$ cat config.mk
export PLATFORM = sky130hd
export DESIGN_NAME = usb_tx_timer
export DESIGN_NICKNAME = d
export VERILOG_FILES = /design/src/rtl/usb_tx_pkg.sv /design/src/rtl/tx_phase_counter.sv /design/src/rtl/usb_tx_timer.sv
export SDC_FILE = /design/constraint.sdc
export NUM_CORES = 1
export LEC_CHECK = 0
export ABC_AREA = 1
export CORE_AREA = 2 2 39 41
export DETAILED_ROUTE_END_ITERATION = 8
export DIE_AREA = 0 0 41 43
export HOLD_SLACK_MARGIN = 0.12
export PLACE_DENSITY = 0.72
export SLEW_MARGIN = 20
export SYNTH_ARGS = -nofsm -noshare
export SYNTH_HDL_FRONTEND = slang
export SYNTH_SLANG_ARGS = --single-unit
$ cat constraint.sdc
create_clock -name clk -period 1.6 [get_ports clk]
set_input_delay 0.24 -clock clk [delete_from_list [all_inputs] [get_ports clk]]
set_output_delay 0.24 -clock clk [all_outputs]
set_load 0.01 [all_outputs]
$ cat src/rtl/usb_tx_pkg.sv
// usb_tx_pkg: shared state encoding and bit-timing constants for the USB TX timer.
// Optional feature macro: TX_EOP_TIMER_EN (adds the EOP state).
package usb_tx_pkg;

  localparam int unsigned PHASE_W = 5;

  // 25 clocks carry exactly 3 bits at 8.33 clk/bit; strobes land on these phases.
  localparam logic [PHASE_W-1:0] BIT_FRAME_LEN = 5'd25;
  localparam logic [PHASE_W-1:0] STROBE_PH0    = 5'd8;
  localparam logic [PHASE_W-1:0] STROBE_PH1    = 5'd16;
  localparam logic [PHASE_W-1:0] STROBE_PH2    = 5'd25;

  localparam int unsigned BITS_PER_BYTE = 8;
  localparam int unsigned EOP_BITS      = 3;

`ifdef TX_EOP_TIMER_EN
  typedef enum logic [1:0] {
    IDLE = 2'd0,
    SEND = 2'd1,
    EOP  = 2'd2
  } tx_state_t;
`else
  typedef enum logic [1:0] {
    IDLE = 2'd0,
    SEND = 2'd1
  } tx_state_t;
`endif

  function automatic logic is_strobe_phase(input logic [PHASE_W-1:0] ph);
    return (ph == STROBE_PH0) || (ph == STROBE_PH1) || (ph == STROBE_PH2);
  endfunction

endpackage

$ cat src/rtl/tx_phase_counter.sv
// tx_phase_counter: 1..BIT_FRAME_LEN wrapping phase counter with clear, restart and advance.
module tx_phase_counter
  import usb_tx_pkg::*;
(
  input  logic               clk,
  input  logic               rst,
  input  logic               clear,
  input  logic               restart,
  input  logic               advance,
  output logic [PHASE_W-1:0] phase
);

  // Phase register: clear wins, restart reloads 1, advance wraps 25 -> 1.
  always_ff @(posedge clk or posedge rst) begin
    if (rst) begin
      phase <= '0;
    end else if (clear) begin
      phase <= '0;
    end else if (restart) begin
      phase <= 5'd1;
    end else if (advance) begin
      phase <= (phase == BIT_FRAME_LEN) ? 5'd1 : phase + 5'd1;
    end
  end

endmodule

$ cat src/rtl/usb_tx_timer.sv
// usb_tx_timer: bit/byte timing for the USB transmit encoder.
// Optional feature macro: TX_EOP_TIMER_EN (adds eop_start/eop_done and the EOP state).
module usb_tx_timer
  import usb_tx_pkg::*;
(
  input  logic       clk,
  input  logic       rst,
  input  logic       enable_timer,
  input  logic       stuff_bit,
  output logic       bit_strobe,
  output logic       byte_done,
  output logic [2:0] bit_index,
  output logic       busy
`ifdef TX_EOP_TIMER_EN
  ,
  input  logic       eop_start,
  output logic       eop_done
`endif
);

  localparam logic [2:0] LAST_BIT = 3'(BITS_PER_BYTE - 1);

  tx_state_t          state_q;
  tx_state_t          state_d;
  logic [PHASE_W-1:0] phase;
  logic               strobe_ph;
  logic               ph_clear;
  logic               ph_restart;
  logic               ph_advance;
  logic               data_strobe;

  assign strobe_ph   = is_strobe_phase(phase);
  assign data_strobe = (state_q == SEND) && strobe_ph && !stuff_bit;

`ifdef TX_EOP_TIMER_EN
  localparam logic [1:0] EOP_LAST = 2'(EOP_BITS - 1);

  logic [1:0] eop_cnt;
  logic       eop_last;

  assign eop_last = (state_q == EOP) && strobe_ph && (eop_cnt == EOP_LAST);

  // Count EOP strobes so the final (J) bit can be recognised.
  always_ff @(posedge clk or posedge rst) begin
    if (rst) begin
      eop_cnt <= '0;
    end else if (state_q != EOP) begin
      eop_cnt <= '0;
    end else if (strobe_ph) begin
      eop_cnt <= eop_cnt + 2'd1;
    end
  end

  assign ph_restart = (state_q == SEND) && (state_d == EOP);
`else
  assign ph_restart = 1'b0;
`endif

  assign ph_clear   = (state_d == IDLE);
  assign ph_advance = (state_d != IDLE);

  tx_phase_counter u_phase (
    .clk     (clk),
    .rst     (rst),
    .clear   (ph_clear),
    .restart (ph_restart),
    .advance (ph_advance),
    .phase   (phase)
  );

  // State register.
  always_ff @(posedge clk or posedge rst) begin
    if (rst) begin
      state_q <= IDLE;
    end else begin
      state_q <= state_d;
    end
  end

  // Next-state logic; eop_start outranks a falling enable_timer.
  always_comb begin
    state_d = state_q;
    unique case (state_q)
      IDLE: begin
        if (enable_timer) state_d = SEND;
      end
      SEND: begin
`ifdef TX_EOP_TIMER_EN
        if (eop_start)          state_d = EOP;
        else if (!enable_timer) state_d = IDLE;
`else
        if (!enable_timer)      state_d = IDLE;
`endif
      end
`ifdef TX_EOP_TIMER_EN
      EOP: begin
        if (eop_last) state_d = IDLE;
      end
`endif
      default: state_d = IDLE;
    endcase
  end

  // Output decode from current state, phase and bit position.
  always_comb begin
    busy       = (state_q != IDLE);
    bit_strobe = (state_q != IDLE) && strobe_ph;
    byte_done  = data_strobe && (bit_index == LAST_BIT);
`ifdef TX_EOP_TIMER_EN
    eop_done   = eop_last;
`endif
  end

  // Data-bit position: counts unstuffed strobes, cleared whenever SEND is left.
  always_ff @(posedge clk or posedge rst) begin
    if (rst) begin
      bit_index <= '0;
    end else if (state_d != SEND) begin
      bit_index <= '0;
    end else if (data_strobe) begin
      bit_index <= (bit_index == LAST_BIT) ? '0 : bit_index + 3'd1;
    end
  end

endmodule
==> reports/qor.yml <==
status: "finished, violations left"
violations: "setup timing"
finalSetupViolations: 2
cp_cell_sequence: "inv_1, ha_4, inv_2, nor2_2, nand3_2, nand2_2, nand2_2, nor2_1, buf_2"
finalSetupTns_ns: -0.155
ff2ff_path_depth: 10
slowest_stage: "dfrtp_1"
netlist_area_um2: 568
synth_top_family_by_area: "simple AND/OR/NAND/NOR gates"
grt_pass1_vias: 460
fillers: 120
seqCellArea_um2: 251
grt_pass1_wl_um: 1840
cts_made_buffers: 3
multi_input_area_um2: 288
grt_max_degree: 11
first_iter_violations: 11
netSwitchingFraction_pct: 23.2
synthAdderAreaFrac_pct: 11.0
htreeDepth: 1
hold_viol: 0
rows: 14
maxCapViolCount: 0
diodes: 0
cp.arrival_ns: 1.47
core_mm2: 0.00138
cellPowerDensity_mw_per_mm2: 595
routed_via_density: 4.88
cts_tree: "done"
setup_slack_ns: -0.111
yosys.area_share.simple_pct: 29.1
yosys_warnings: 0
synthToLayoutAreaGrowth_pct: 42.7
port_buffers: 9
p_total_uw: 482
synthMuxAreaShare_pct: 0
critPathTopFamily: "simple AND/OR/NAND/NOR gates"
routed_wl_um: 1120
endpoint_kind: "primary output"
path_class: "register to primary output"
gp_congestion: 0.770
dr.pass1.iters: 4
antenna_found_initial: 0
path_max_fanout: 3
ys_ff_latch: 10
die-area_mm2: 0.00176
drc: 0
hold_buffers: 0
slew_violations: 0
yosysSeqAreaShare_pct: 44.1
root_buffer: "clkbuf_4"
p_leak_nw: 0.430
rsz0062_at_grt: "yes"
cts_sinks: 10
drt.antenna.violating_nets: 0
max_freq_mhz: 584
overflow: 0
vdd_drop_max_v: 0.000359
final_core_util_pct: 58.6
rrSetupSlack_ns: 0.22
syn_avg_cell_area_um2: 9.16
fin_nets: 99
final_layout_size_suffix_gt1_share_pct: 34.1
max_stage_delay_ns: 0.40
vias: 508
clk_latency_ns: 0.26
post_dp_cell_area_um2: 768
p_comb_share_pct: 10.9
crit_cells: 9
clock_path_buffers: 2
hpwl_um: 859
switchingPower_uw: 112
synth_compound_area_share_pct: 2.64
finalClockSkew_ns: 0.00313
synth-xor-area-share_pct: 4.63
die_y_um: 43
hold_class: "input port to asynchronous set/reset pin"
wire_per_inst_um: 10.8
worst_setup_path_start_kind: "register"
die_x_um: 41
yosysUniqueCellTypes: 17
p_seq_share_pct: 54.4
critical_path_buf_inv_count: 3
finalCritPeriodShare_pct: 107
final_cell_area_um2: 811
synth_nets: 71
gr-usage-all-layers_pct: 15.5
netlist_instances: 62
crit_required_ns: 1.36
clkPwrFrac_pct: 34.7
clkTransAtPathRegs_ns: 0.06
num_io_pins: 10
fin_crit_ns: 1.71
initial_core_util_pct: 41.0
worst_path_most_repeated_cell: "nand2_2"
p_int_uw: 370
layout make-up:
cell class / instances / area share, %
multi-input combinational: 40 / 35.5
tap: 16 / 2.47
timing repair buffer: 23 / 22.7
inverter: 12 / 5.56
sequential: 10 / 31.0
clock buffer: 3 / 2.78
kinds of logic (layout without fill, tap and decap cells):
family	after synthesis	after routing
fa+ha+maj	5	5
flops	10	10
simple gates	29	29
xor+xnor	3	3
compound gates	2	2
buf+inv	12	38
other cells	1	1
stage by stage:
step	cells	setup slack, ns	hold slack, ns
finish	104	-0.111	0.245
global route	104	-0.198	0.284
global placement	99	-0.213	0.526
floorplan	62	0.247	0.0802
CTS	102	-0.0764	0.256
detailed placement	99	-0.213	0.528
synth_stat cells, drive strengths merged:
library cell	count	area share [%]
a21boi	2	2.6
conb	1	0.66
dfrtp	10	44
ha	5	11
inv	12	7.9
nand2	8	6.2
nand3	6	6.2
nand4	4	5.5
nor2	9	7.3
nor3	1	2.9
or2	1	1.1
xnor2	1	1.5
xor2	2	3.1
layout by cell type (no fill, tap or decap), drive strengths merged:
| cell type | count |
|---|---|
| nand2 | 8 |
| nand3 | 6 |
| a21boi | 2 |
| conb | 1 |
| inv | 12 |
| buf | 16 |
| nor3 | 1 |
| or2 | 1 |
| nor2 | 9 |
| xor2 | 2 |
| nand4 | 4 |
| clkdlybuf4s50 | 6 |
| dlygate4sd2 | 1 |
| ha | 5 |
| clkbuf | 3 |
| xnor2 | 1 |
| dfrtp | 10 |
registers in the layout (all words and copies together) (netlist names):
signal         cells
bit_index          3
state_q            2
u_phase.phase      5
power groups by stage:
| stage | clock network (mW) | logic [mW] | registers (mW) |
|---|---|---|---|
| after global routing | 0.190 | 0.0592 | 0.263 |
| after global placement | 0 | 0.0435 | 0.267 |
| after CTS | 0.172 | 0.0435 | 0.263 |
| after floorplan | 0 | 0.0229 | 0.267 |
| after detailed placement | 0 | 0.0443 | 0.267 |
| final | 0.167 | 0.0524 | 0.263 |
final timing paths:
path / startpoint / to
max: u_phase.phase[0]$_DFF_PP0_ / byte_done
min: rst / u_phase.phase[4]$_DFF_PP0_
max reg2reg: u_phase.phase[0]$_DFF_PP0_ / bit_index[0]$_DFFE_PP0P_
min reg2reg: state_q[1]$_DFF_PP0_ / state_q[0]$_DFF_PP0_
max in group asynchronous: rst / state_q[1]$_DFF_PP0_
min in group clk: state_q[1]$_DFF_PP0_ / state_q[0]$_DFF_PP0_
worst reg2reg max path: stages (launching register included):
cell,delay (ns)
dfrtp_1,0.40
inv_1,0.10
ha_4,0.13
inv_2,0.03
nor2_2,0.10
nand3_2,0.10
nand2_2,0.09
nand2_2,0.05
buf_4,0.14
nand3_1,0.06
nand2_1,0.06
repair_timing:
| item | in CTS | in global routing |
|---|---|---|
| gates cloned | 0 | 0 |
| hold endpoints to repair | 0 | 0 |
| pin swaps | 0 | 6 |
| buffers inserted | 0 | 2 |
| endpoints found under the setup margin | 3 | 2 |
| resized for setup | 11 | 5 |
metal layers:
metal  routed length, um  track usage [%]  vias to the layer above
li1                    -                -                      249
met1                 475             19.7                      244
met2                 561             22.8                       13
met3                  74             3.14                        2
met4                  12             10.0                        0
met5                   0                0                        -
(Power assumes the default switching activity.)
